`src/rtl/wb_arbiter_pkg.sv`:
```
// Shared types for the execute/writeback arbiter: result word, writeback latch and FU identifiers.
package wb_arbiter_pkg;

    typedef logic [31:0] word_t;

    typedef struct packed {
        word_t wb_data;
    } ew_t;

    localparam int unsigned NUM_FU = 3;

    typedef enum logic [1:0] {
        FU_SCALAR = 2'd0,
        FU_MATRIX = 2'd1,
        FU_GEMM   = 2'd2
    } fu_id_t;

    typedef struct packed {
        logic       valid;
        logic [4:0] rd;
        word_t      data;
    } wb_req_t;

endpackage

```
`src/rtl/wb_arbiter_rr_arbiter.sv`:
```
// Combinational round-robin picker: first set request at or after ptr, modulo N.
module rr_arbiter
    import wb_arbiter_pkg::*;
#(
    parameter  int unsigned N  = 3,
    localparam int unsigned IW = (N > 1) ? $clog2(N) : 1
) (
    input  logic [N-1:0]  req,
    input  logic [IW-1:0] ptr,
    output logic [N-1:0]  gnt,
    output logic [IW-1:0] gnt_idx
);

    always_comb begin
        gnt     = '0;
        gnt_idx = '0;
        for (int unsigned k = 0; k < N; k++) begin
            if (!(|gnt) && req[(32'(ptr) + k) % N]) begin
                gnt[(32'(ptr) + k) % N] = 1'b1;
                gnt_idx                 = IW'((32'(ptr) + k) % N);
            end
        end
    end

endmodule

```
`src/rtl/wb_arbiter.sv`:
```
// Round-robin arbiter sharing the execute/writeback latch between the functional units.
// Optional grant/conflict performance counters are enabled by defining WB_PERF_CNT_EN.
module wb_arbiter
    import wb_arbiter_pkg::*;
#(
    parameter  int unsigned NUM_FU = wb_arbiter_pkg::NUM_FU,
    parameter  int unsigned REG_W  = 5,
    parameter  int unsigned CNT_W  = 32,
    localparam int unsigned FU_W   = (NUM_FU > 1) ? $clog2(NUM_FU) : 1
) (
    input  logic                          CLK,
    input  logic                          nRST,
    input  logic [NUM_FU-1:0]             fu_valid,
    input  logic [NUM_FU-1:0][REG_W-1:0]  fu_rd,
    input  word_t [NUM_FU-1:0]            fu_data,
    output logic [NUM_FU-1:0]             fu_ready,
    input  logic                          wb_ready,
    output logic                          wb_valid,
    output ew_t                           wb_out,
    output logic [REG_W-1:0]              wb_rd,
    output logic [FU_W-1:0]               wb_fu
`ifdef WB_PERF_CNT_EN
    ,
    output logic [NUM_FU-1:0][CNT_W-1:0]  perf_grant,
    output logic [CNT_W-1:0]              perf_conflict
`endif
);

    logic              out_free;
    logic              transfer;
    logic [NUM_FU-1:0] req;
    logic [NUM_FU-1:0] gnt;
    logic [FU_W-1:0]   gnt_idx;
    logic [FU_W-1:0]   rr_ptr;

    // Requests are masked during reset so no FU sees an accept it cannot complete.
    assign out_free = !wb_valid || wb_ready;
    assign req      = (nRST && out_free) ? fu_valid : '0;
    assign transfer = |gnt;
    assign fu_ready = gnt;

    rr_arbiter #(.N(NUM_FU)) u_rr (
        .req     (req),
        .ptr     (rr_ptr),
        .gnt     (gnt),
        .gnt_idx (gnt_idx)
    );

    always_ff @(posedge CLK or negedge nRST) begin
        if (!nRST) begin
            wb_valid <= 1'b0;
            wb_out   <= '0;
            wb_rd    <= '0;
            wb_fu    <= '0;
            rr_ptr   <= '0;
        end else if (transfer) begin
            // Writes to x0 are consumed but never presented downstream.
            wb_valid       <= |fu_rd[gnt_idx];
            wb_out.wb_data <= fu_data[gnt_idx];
            wb_rd          <= fu_rd[gnt_idx];
            wb_fu          <= gnt_idx;
            rr_ptr         <= (gnt_idx == FU_W'(NUM_FU - 1)) ? '0 : gnt_idx + 1'b1;
        end else if (wb_ready) begin
            wb_valid <= 1'b0;
        end
    end

    if (CNT_W == 0) begin : g_cnt_w_zero
    end

`ifdef WB_PERF_CNT_EN
    logic multi_req;
    assign multi_req = out_free && ($countones(fu_valid) > 1);

    always_ff @(posedge CLK or negedge nRST) begin
        if (!nRST) begin
            perf_grant    <= '0;
            perf_conflict <= '0;
        end else begin
            for (int unsigned i = 0; i < NUM_FU; i++) begin
                if (gnt[i] && (perf_grant[i] != '1)) begin
                    perf_grant[i] <= perf_grant[i] + 1'b1;
                end
            end
            if (multi_req && (perf_conflict != '1)) begin
                perf_conflict <= perf_conflict + 1'b1;
            end
        end
    end
`endif

endmodule

```
`config.mk`:
```
export PLATFORM = sky130hd
export DESIGN_NAME = wb_arbiter
export DESIGN_NICKNAME = d
export VERILOG_FILES = /design/src/rtl/wb_arbiter_pkg.sv /design/src/rtl/wb_arbiter_rr_arbiter.sv /design/src/rtl/wb_arbiter.sv
export SDC_FILE = /design/constraint.sdc
export NUM_CORES = 1
export LEC_CHECK = 0
export BUFFER_PORTS_ARGS = -buffer_cell sky130_fd_sc_hd__buf_2
export CAP_MARGIN = 10
export CORE_MARGIN = 2
export CORE_UTILIZATION = 48
export CTS_CLUSTER_DIAMETER = 30
export DETAILED_ROUTE_END_ITERATION = 8
export GPL_TIMING_DRIVEN = 0
export PLACE_DENSITY = 0.9
export SLEW_MARGIN = 30
export SYNTH_ARGS = -nofsm -noshare
export SYNTH_HDL_FRONTEND = slang
export SYNTH_SLANG_ARGS = --single-unit
export TNS_END_PERCENT = 20
```
`constraint.sdc`:
```
create_clock -name CLK -period 5.1 [get_ports CLK]
set_input_delay 0.255 -clock CLK [delete_from_list [all_inputs] [get_ports CLK]]
set_output_delay 0.255 -clock CLK [all_outputs]
set_load 0.05 [all_outputs]
```
==> results of run 1 <==
-- layout make-up --
cell class / instances / area share (%)
Sequential cell: 42 / 27.9
Multi-Input combinational cell: 219 / 41.5
Clock inverter: 1 / 0.133
Buffer: 25 / 3.15
Inverter: 12 / 1.19
Timing Repair Buffer: 160 / 21.4
Tap cell: 72 / 2.39
Clock buffer: 7 / 2.29
-- cell usage after synthesis (2+ instances only) --
| library cell | instances |
|---|---|
| dfrtp_1 | 42 |
| a211oi_1 | 35 |
| mux2i_1 | 34 |
| nor2_1 | 34 |
| a21o_1 | 33 |
| clkbuf_1 | 14 |
| inv_1 | 12 |
| nand2_1 | 11 |
| buf_2 | 8 |
| nand3_1 | 6 |
| o21ai_0 | 6 |
| a21oi_1 | 5 |
| and3_1 | 4 |
| ha_1 | 4 |
| nand4_1 | 4 |
| nor2b_1 | 4 |
| and2_1 | 3 |
| mux2_2 | 3 |
| nand2b_1 | 3 |
| and3b_1 | 2 |
| buf_4 | 2 |
| nand3b_1 | 2 |
| nor4bb_1 | 2 |
| o221ai_1 | 2 |
| o31ai_1 | 2 |
| or3_1 | 2 |
-- metal layers --
| metal | share of wire, % | vias up | global-route usage [%] | wire, um |
|---|---|---|---|---|
| li1 | - | 1438 | - | - |
| met5 | 0 | - | 0 | 0 |
| met2 | 51 | 153 | 47.7 | 4600 |
| met1 | 40 | 1434 | 35.5 | 3560 |
| met3 | 6.8 | 20 | 4.49 | 605 |
| met4 | 2.1 | 0 | 9.66 | 187 |
-- path summary, 6_finish.rpt --
kind,startpoint,to,cells after the start,slack (ns)
worst min register to register,wb_out[23],wb_out[23],1,0.48
max in group asynchronous,nRST,wb_rd[1],2,4.22
min in group asynchronous,nRST,wb_out[14],2,0.50
worst min-delay path,fu_rd[11],wb_rd[1],3,0.28
worst max register to register,rr_ptr[0],wb_valid,13,1.49
worst max-delay path,rr_ptr[0],wb_valid,13,1.49
-- power by group --
part	internal, mW	switching, mW
Clock	0.109	0.113
Sequential	0.518	0.0944
Combinational	0.733	1.53
Total	1.36	1.74
-- sequential cells by signal, indices dropped and copies added, names as in the netlist --
| signal | flops |
|---|---|
| wb_out | 32 |
| wb_fu | 2 |
| rr_ptr | 2 |
| wb_valid | 1 |
| wb_rd | 5 |
-- cells by family (layout without fill, tap and decap cells) --
family	Yosys count	count (layout)	synth area share (%)
AO/OA/AOI/OAI	96	96	25.9
AND/OR/NAND/NOR	82	82	15.1
flip-flops	42	42	37.9
multiplexers	37	37	13.5
buffers and inverters	37	205	5.90
adder cells (fa/ha/maj)	4	4	1.80
-- worst max-delay path, stage by stage, from the launching register on --
cell and delay, ns:
dfrtp_1 0.41, inv_1 0.08, ha_1 0.33, buf_4 0.19, nor3b_1 0.07, or3_1 0.35
a221oi_2 0.43, a41o_1 0.29, and3_1 0.16, buf_2 0.22, buf_2 0.37, o221ai_1 0.23
a211oi_1 0.21, a41oi_1 0.14
-- through the flow --
step           cell area [um^2]  hold slack, ns  std cells
2_1_floorplan              2780         -0.0406        298
3_3_place_gp               3660           0.444        529
3_5_place_dp               3670           0.457        529
4_1_cts                    3760           0.143        537
5_1_grt                    3770           0.325        538
6_report                   3770           0.282        538
-- cells in the final DEF, fill, tap and decap left out, types with 4 or more instances in the layout --
cell type and n:
a211oi_1 34, a21o_1 33, a21oi_1 5, and3_1 4, buf_2 166, clkbuf_1 15
clkbuf_8 6, dfrtp_1 42, ha_1 4, inv_1 12, mux2i_1 34, nand2_1 11
nand3_1 6, nand4_1 4, nor2_1 34, nor2b_1 4, o21ai_0 6
==> results.py, run 1 <==
metrics = {
    "critical_path": {
        "path_max_fanout": 10,
        "cp-start-kind": "flop",
        "cp.arrival_ns": 3.75,
        "end_kind": "flop",
        "critPathKind": "flop to flop",
        "required_ns": 5.24,
    },
    "routing": {
        "drt_iter0_drc": 117,
        "dr.pass1.iters": 4,
        "wl_um": 8950,
        "drt-vias-per-instance": 5.66,
        "via_count": 3045,
        "avgRoutedWirePerCell_um": 16.6,
        "drc_errors": 0,
        "ant_nets": 0,
    },
    "global_route": {
        "antenna_found_initial": 0,
        "grt_usage_pct": 27.8,
        "grt_pass1_wl_um": 13900,
        "gr-total-overflow": 0,
        "grt_pass1_vias": 2982,
        "grt_max_degree": 46,
    },
    "clocking": {
        "cts_tree": "done",
        "cts-root-buf": "clkbuf_8",
        "postCtsHoldBufs": 0,
        "path_clk_slew_ns": 0.07,
        "clock_sinks": 42,
        "cts-resized-gates": 0,
        "clk_path_buf_depth": 2,
        "cts_made_buffers": 5,
        "postCtsSetupRepairBufs": 0,
        "worstSkewPairLatency_ns": 0.29,
        "h-tree-depth": 2,
    },
    "sta": {
        "period_needed_ns": 3.61,
        "slew_viol_final": 0,
        "rsz0062_at_grt": "no",
        "slew_headroom_pct": 54.0,
        "fin_crit_sh_pct": 70.8,
        "setup_tns_ns": 0,
        "finalWorstSetupSlack_ns": 1.49,
        "worstMarginPinSlew_ns": 0.688,
        "hold_viol_final": 0,
        "setup_viol_count_final": 0,
        "clock.fmax_mhz": 277,
        "fin_skew_ns": 0.00881,
    },
    "synth": {
        "synth-main-ff-cell": "dfrtp_1",
        "synth_nets": 419,
        "yosys.area.top_type_share_pct": 37.9,
        "synth_area_leader_cell": "dfrtp_1",
        "yosysSeqAreaShare_pct": 37.9,
        "syn_area_per_cell_um2": 9.32,
        "synth_edf_count": 0,
        "netlist_area_um2": 2780,
        "synth_area_leaders": "dfrtp_1 38%, mux2i_1 12%, a211oi_1 9.5%, a21o_1 8.9%, nor2_1 4.6%",
        "synth_cells": 298,
        "synthArstFlopShare_pct": 100,
        "synth_warnings": 0,
        "yosys_register_bits": 42,
        "synth_cell_type_count": 45,
    },
    "die": {
        "die_width_um": 80.1,
        "die_h_um": 80.1,
        "core_area_um2": 5540,
        "io_pins": 160,
        "fp-row-count": 27,
        "dieArea_um2": 6410,
        "initial_core_util_pct": 50.1,
    },
    "power_and_ir_drop": {
        "p_leak_nw": 2.13,
        "peakVddDrop_uv": 439,
        "power.total_mw": 3.10,
        "powerDensity_nw_per_um2": 822,
    },
    "final_layout": {
        "nFillCells": 470,
        "multi_input_area_um2": 1570,
        "final_util_pct": 68.1,
        "n_antenna_cell": 0,
        "layout-drive-gt1-share_pct": 39.7,
        "seqCellArea_um2": 1050,
        "fin_nets": 586,
        "area_delta_synth_final_pct": 35.8,
    },
    "placement": {
        "hpwl_um": 6940,
        "post-place-ws_ns": 1.45,
        "place_congestion": 0.907,
        "port_buffers": 159,
    },
    "outcome": {
        "outcome": "complete, no violations",
    },
    "min_path": {
        "worst_hold_path_type": "input pin to flop",
    },
    "job": {
        "max-cap-violations": 0,
    },
}
Note: power is estimated with default switching activity, not from simulation.
==> inputs of run 2 (changes only) <==
Settings changed: CORE_UTILIZATION 48 to 40, PLACE_DENSITY 0.9 to 0.8.
Clock period 5.1 ns to 3.24 ns, I/O delays scaled along.
==> run 2 against run 1 <==
Critical path depth is 1 higher. Final cell count is 4.3% higher. First-iteration DRC count is 9.4% higher. Hold slack worse by 0.10 ns. Non-clock buffer count is 14 higher. Worst setup slack worse by 1.5 ns. Critical path type unchanged. Design area is 13% higher. Routed wire length is 8.5% higher. Sequential cell count stayed put.
==> results.py, run 2 (synthesis gave the netlist of run 1 again) <==
metrics = {
    "outcome": {
        "outcome": "complete, no violations",
    },
    "power_and_ir_drop": {
        "seqPwrFrac_pct": 17.5,
        "combPwrFrac_pct": 76.1,
        "p_switching_mw": 2.98,
        "switching_share_pct": 54.0,
        "peakVddDrop_uv": 590,
        "powerDensity_nw_per_um2": 1300,
        "power.total_mw": 5.51,
        "p_leak_nw": 2.27,
        "intPower_mw": 2.54,
        "clkPwrFrac_pct": 6.4,
    },
    "clocking": {
        "path_clk_slew_ns": 0.08,
        "clk_path_buf_depth": 2,
        "clock_sinks": 42,
        "cts-root-buf": "clkbuf_8",
        "cts_made_buffers": 5,
        "h-tree-depth": 2,
        "cts_tree": "done",
        "worstSkewPairLatency_ns": 0.29,
    },
    "final_layout": {
        "layout_commonest_cell": "buf_2",
        "layout_common_cells": "160 x buf_2, 42 x dfrtp_1, 33 x a21o_1, 29 x mux2i_1, 26 x a211oi_1",
        "n_antenna_cell": 0,
        "final_util_pct": 62.8,
        "area_delta_synth_final_pct": 52.8,
        "top_regs": "wb_out x32, wb_rd x5",
        "top_register": "wb_out",
        "layout-drive-gt1-share_pct": 52.2,
        "largest_reg_flops": 32,
        "final_cell_area_um2": 4240,
        "fin_nets": 601,
        "nFillCells": 586,
    },
    "sta": {
        "worstMarginPinSlew_ns": 0.487,
        "clock.fmax_mhz": 310,
        "setup_viol_count_final": 0,
        "period_needed_ns": 3.23,
        "rsz0062_at_grt": "yes",
        "fin_skew_ns": 0.00169,
        "setup_tns_ns": 0,
        "hold_viol_final": 0,
        "fin_crit_sh_pct": 99.7,
        "holdWs_ns": 0.178,
        "slew_headroom_pct": 67.6,
        "slew_viol_final": 0,
    },
    "die": {
        "fp-row-count": 30,
        "die_h_um": 87.3,
        "core_area_um2": 6760,
        "dieArea_um2": 7620,
        "io_pins": 160,
        "initial_core_util_pct": 41.1,
        "die_width_um": 87.3,
    },
    "critical_path": {
        "required_ns": 3.43,
        "cp.arrival_ns": 3.42,
        "critPathKind": "flop to flop",
        "cp-start-kind": "flop",
        "path_max_fanout": 10,
        "end_kind": "flop",
    },
    "routing": {
        "drc_errors": 0,
        "avgRoutedWirePerCell_um": 17.3,
        "dr.pass1.iters": 5,
        "drt_iter0_drc": 128,
        "ant_nets": 0,
        "drt-vias-per-instance": 5.58,
        "wl_um": 9720,
        "via_count": 3132,
    },
    "global_route": {
        "grt_usage_pct": 24.1,
        "antenna_found_initial": 0,
        "gr-total-overflow": 0,
        "grt_max_degree": 46,
        "grt_pass1_vias": 2970,
        "grt_pass1_wl_um": 14300,
    },
    "min_path": {
        "worst_hold_path_type": "input pin to flop",
    },
    "job": {
        "max-cap-violations": 0,
    },
    "placement": {
        "place_congestion": 0.945,
        "hpwl_um": 6910,
        "port_buffers": 159,
        "place_area_um2": 3680,
    },
}
## run 2: cell types whose count changed in the layout (fill, tap and decap cells not counted), moves of 5 or more
| cell | delta |
|---|---|
| a211oi_2 | +7 |
| buf_6 | +6 |
| nor2_2 | +10 |
| clkbuf_1 | -9 |
| buf_2 | -6 |
| a211oi_1 | -8 |
| nor2_1 | -11 |
| mux2i_2 | +5 |
| mux2i_1 | -5 |
| buf_4 | +15 |
| clkbuf_2 | +5 |
## run 2: layout make-up
class,instances,area (um^2),share of cell area (%)
Inverter,12,45.0,1.06
Clock inverter,1,5.00,0.118
Tap cell,80,100,2.36
Buffer,23,180,4.25
Multi-Input combinational cell,220,1820,42.9
Sequential cell,42,1050,24.8
Clock buffer,7,86.3,2.03
Timing Repair Buffer,176,956,22.5
## run 2: worst paths after layout
check                          start          to  slack, ns  cells past startpoint
max                        rr_ptr[0]  wb_out[16]       0.01                     14
min                        fu_rd[11]    wb_rd[1]       0.18                      3
max reg2reg                rr_ptr[0]  wb_out[16]       0.01                     14
min reg2reg                wb_out[6]   wb_out[6]       0.48                      1
max in group asynchronous       nRST  wb_out[26]       2.62                      3
min in group asynchronous       nRST    wb_valid       0.42                      3
## run 2: power groups by stage
stage	Combinational, mW	Clock [mW]	Sequential, mW
after CTS	3.83	0.357	0.961
final	4.19	0.354	0.966
after detailed placement	3.59	0	0.963
after global routing	4.50	0.382	0.999
after floorplan	1.85	0	1.80
after global placement	3.50	0	0.961
## run 2: stage by stage
| step | cells | setup WS (ns) |
|---|---|---|
| floorplan | 298 | 0.00753 |
| global placement | 537 | -0.776 |
| detailed placement | 537 | -0.411 |
| CTS | 554 | 0.00252 |
| global route | 561 | -0.0966 |
| finish | 561 | 0.0112 |
## run 2: timing repair
item,CTS,global route
gates cloned,0,1
setup buffers,10,5
endpoints found under the hold margin,0,42
hold buffers,0,2
endpoints found under the setup margin,42,43
gates resized for setup,24,58
pin swaps,5,17
## run 2: critical path, cell delays in order (launching register included)
cell and delay (ns):
dfrtp_1 0.40, inv_2 0.07, ha_4 0.28, buf_6 0.10
and3b_1 0.16, o2111a_1 0.27, or3_4 0.40, or4_4 0.51
and2_4 0.17, buf_6 0.13, buf_8 0.13, clkbuf_16 0.17
nor2_2 0.09, a211oi_1 0.05, a21o_1 0.17
## run 2: metal layers
layer | vias to the layer above | GRT usage, % | wire length (um)
li1 | 1463 | - | -
met1 | 1503 | 31.8 | 3990
met2 | 142 | 40.3 | 4880
met3 | 24 | 3.32 | 631
met4 | 0 | 8.25 | 210
met5 | - | 0 | 0
==> inputs of run 3 (changes only) <==
Settings changed: CORE_MARGIN 2 to 5.
==> run 3 against run 2 <==
Count of clock-buffer cells in the layout shrank 1. Die area grew 14%. Worst setup slack gained 0.011 ns. Via count shrank 1.2%. Global-route usage shrank 1.8 points. Core utilization shrank 0.67 points. Register-to-register slack is essentially flat. Clock power shrank 6.2%. Clock skew grew 0.0086 ns. Sequential share of layout area grew 0.27 points. Sequential power is essentially flat. Critical path type unchanged. Highest routed layer unchanged.
==> results.py, run 3 (synthesis gave the netlist of run 1 again) <==
metrics = {
    "placement": {
        "hpwl_um": 7460,
        "port_buffers": 159,
        "place_congestion": 0.891,
        "dp.cells": 537,
    },
    "global_route": {
        "grt_max_degree": 46,
        "gr-total-overflow": 0,
        "antenna_found_initial": 0,
        "grt_pass1_wl_um": 15400,
        "grt_usage_pct": 22.2,
        "grt_pass1_vias": 3126,
    },
    "clocking": {
        "cts-root-buf": "clkbuf_8",
        "cts_made_buffers": 5,
        "cts_tree": "done",
        "clk_path_buf_depth": 2,
        "worstSkewPairLatency_ns": 0.30,
        "h-tree-depth": 2,
        "clock_sinks": 42,
        "path_clk_slew_ns": 0.08,
    },
    "final_layout": {
        "n_antenna_cell": 0,
        "layout_commonest_cell": "buf_2",
        "top_register": "wb_out",
        "largest_reg_flops": 32,
        "fin_nets": 604,
        "stdcell_count": 564,
        "layout_common_cells": "161 x buf_2, 42 x dfrtp_1, 34 x nor2_1, 33 x mux2i_1, 33 x a21o_1",
        "area_delta_synth_final_pct": 51.2,
        "nFillCells": 623,
        "layout-drive-gt1-share_pct": 49.4,
        "top_regs": "wb_out x32, wb_rd x5",
    },
    "routing": {
        "drt_iter0_drc": 107,
        "dr.pass1.iters": 6,
        "via_count": 3094,
        "avgRoutedWirePerCell_um": 17.6,
        "drc_errors": 0,
        "drt-vias-per-instance": 5.49,
        "wl_um": 9950,
        "ant_nets": 0,
    },
    "sta": {
        "hold_viol_final": 0,
        "setup_viol_count_final": 0,
        "fin_skew_ns": 0.0103,
        "clock.fmax_mhz": 311,
        "slew_headroom_pct": 70.1,
        "rsz0062_at_grt": "yes",
        "period_needed_ns": 3.22,
        "worstMarginPinSlew_ns": 0.448,
        "slew_viol_final": 0,
        "fin_crit_sh_pct": 99.3,
    },
    "critical_path": {
        "end_kind": "flop",
        "cp-start-kind": "flop",
        "cp.arrival_ns": 3.38,
        "timing.rr.end": "wb_valid",
        "path_max_fanout": 5,
        "required_ns": 3.40,
        "r2r_start": "rr_ptr[0]",
        "reg2reg_slack_ns": 0.02,
        "reg2reg_depth": 12,
        "critPathKind": "flop to flop",
    },
    "min_path": {
        "hold_path.startpoint": "fu_rd[8]",
        "whs_path_depth": 3,
        "min_to": "wb_rd[3]",
        "worst_hold_path_type": "input pin to flop",
    },
    "power_and_ir_drop": {
        "powerDensity_nw_per_um2": 1300,
        "p_leak_nw": 2.29,
        "peakVddDrop_uv": 660,
        "power.total_mw": 5.46,
    },
    "outcome": {
        "outcome": "complete, no violations",
    },
    "die": {
        "die_h_um": 93.3,
        "io_pins": 160,
        "core_area_um2": 6760,
        "die_width_um": 93.3,
        "initial_core_util_pct": 41.1,
        "fp-row-count": 30,
        "dieArea_um2": 8710,
    },
    "job": {
        "max-cap-violations": 0,
    },
}
==> run 3: how the worst max path moves through the flow <==
| stage | cells after the start | from | slack [ns] | endpoint |
|---|---|---|---|---|
| 2_1_floorplan | 13 | rr_ptr[0] | 0.008 | wb_valid |
| 3_3_place_gp | 10 | rr_ptr[0] | -0.67 | wb_rd[2] |
| 3_5_place_dp | 13 | rr_ptr[0] | -0.43 | wb_valid |
| 4_1_cts | 13 | rr_ptr[0] | 0.004 | wb_rd[1] |
| 5_1_grt | 13 | rr_ptr[0] | -0.08 | wb_rd[1] |
| 6_report | 12 | rr_ptr[0] | 0.02 | wb_valid |
==> run 3: where the power goes <==
| group | switching, mW | internal, mW | total (mW) | leakage [nW] |
|---|---|---|---|---|
| combinational | 2.62 | 1.55 | 4.16 | 1.73 |
| sequential | 0.147 | 0.816 | 0.963 | 0.515 |
| clock | 0.180 | 0.152 | 0.332 | 0.0452 |
| total | 2.94 | 2.51 | 5.46 | 2.29 |
==> run 3: layer usage <==
metal | up-vias | track usage, % | wire length (um)
met5 | - | 0 | 0
met4 | 0 | 6.23 | 157
met3 | 11 | 4.34 | 719
met2 | 133 | 38.1 | 5130
met1 | 1475 | 28.5 | 3950
li1 | 1475 | - | -
==> run 3: repair_timing <==
item / in CTS / in global routing
pin swaps: 7 / 15
setup buffers: 11 / 7
setup endpoints to repair: 41 / 44
gates resized for setup: 20 / 47
cloned: 1 / 0
hold buffers: 0 / 2
hold endpoints to repair: 0 / 42
==> run 3: layout make-up <==
class	instances	area, um^2	share of cell area, %
Buffer	23	164	3.90
Clock buffer	6	72.6	1.73
Clock inverter	2	13.8	0.328
Inverter	12	45.0	1.07
Multi-Input combinational cell	219	1770	42.2
Sequential cell	42	1050	25.0
Tap cell	80	100	2.38
Timing Repair Buffer	180	978	23.3
==> run 3: per-stage QoR <==
stage | setup WS [ns] | utilization (%) | hold slack (ns) | setup TNS [ns] | instance area, um^2
after floorplan | 0.00753 | - | -0.134 | 0 | 2780
after global placement | -0.674 | 54.5 | 0.361 | -19.33 | 3680
after detailed placement | -0.427 | 54.5 | 0.376 | -8.13 | 3680
after CTS | 0.00388 | 58.4 | 0.0509 | 0 | 3950
after global routing | -0.0826 | 62.1 | 0.216 | -0.729 | 4200
final | 0.0219 | 62.1 | 0.206 | 0 | 4200
==> run 3: worst max-delay path, cell delays in order (launching register included) <==
cell       delay (ns)
dfrtp_1          0.42
inv_2            0.09
ha_4             0.21
buf_4            0.13
and3b_1          0.18
o2111a_1         0.25
or3_4            0.39
or4_4            0.49
and2_4           0.20
buf_6            0.13
and3_4           0.18
a2111oi_4        0.28
a41oi_2          0.14
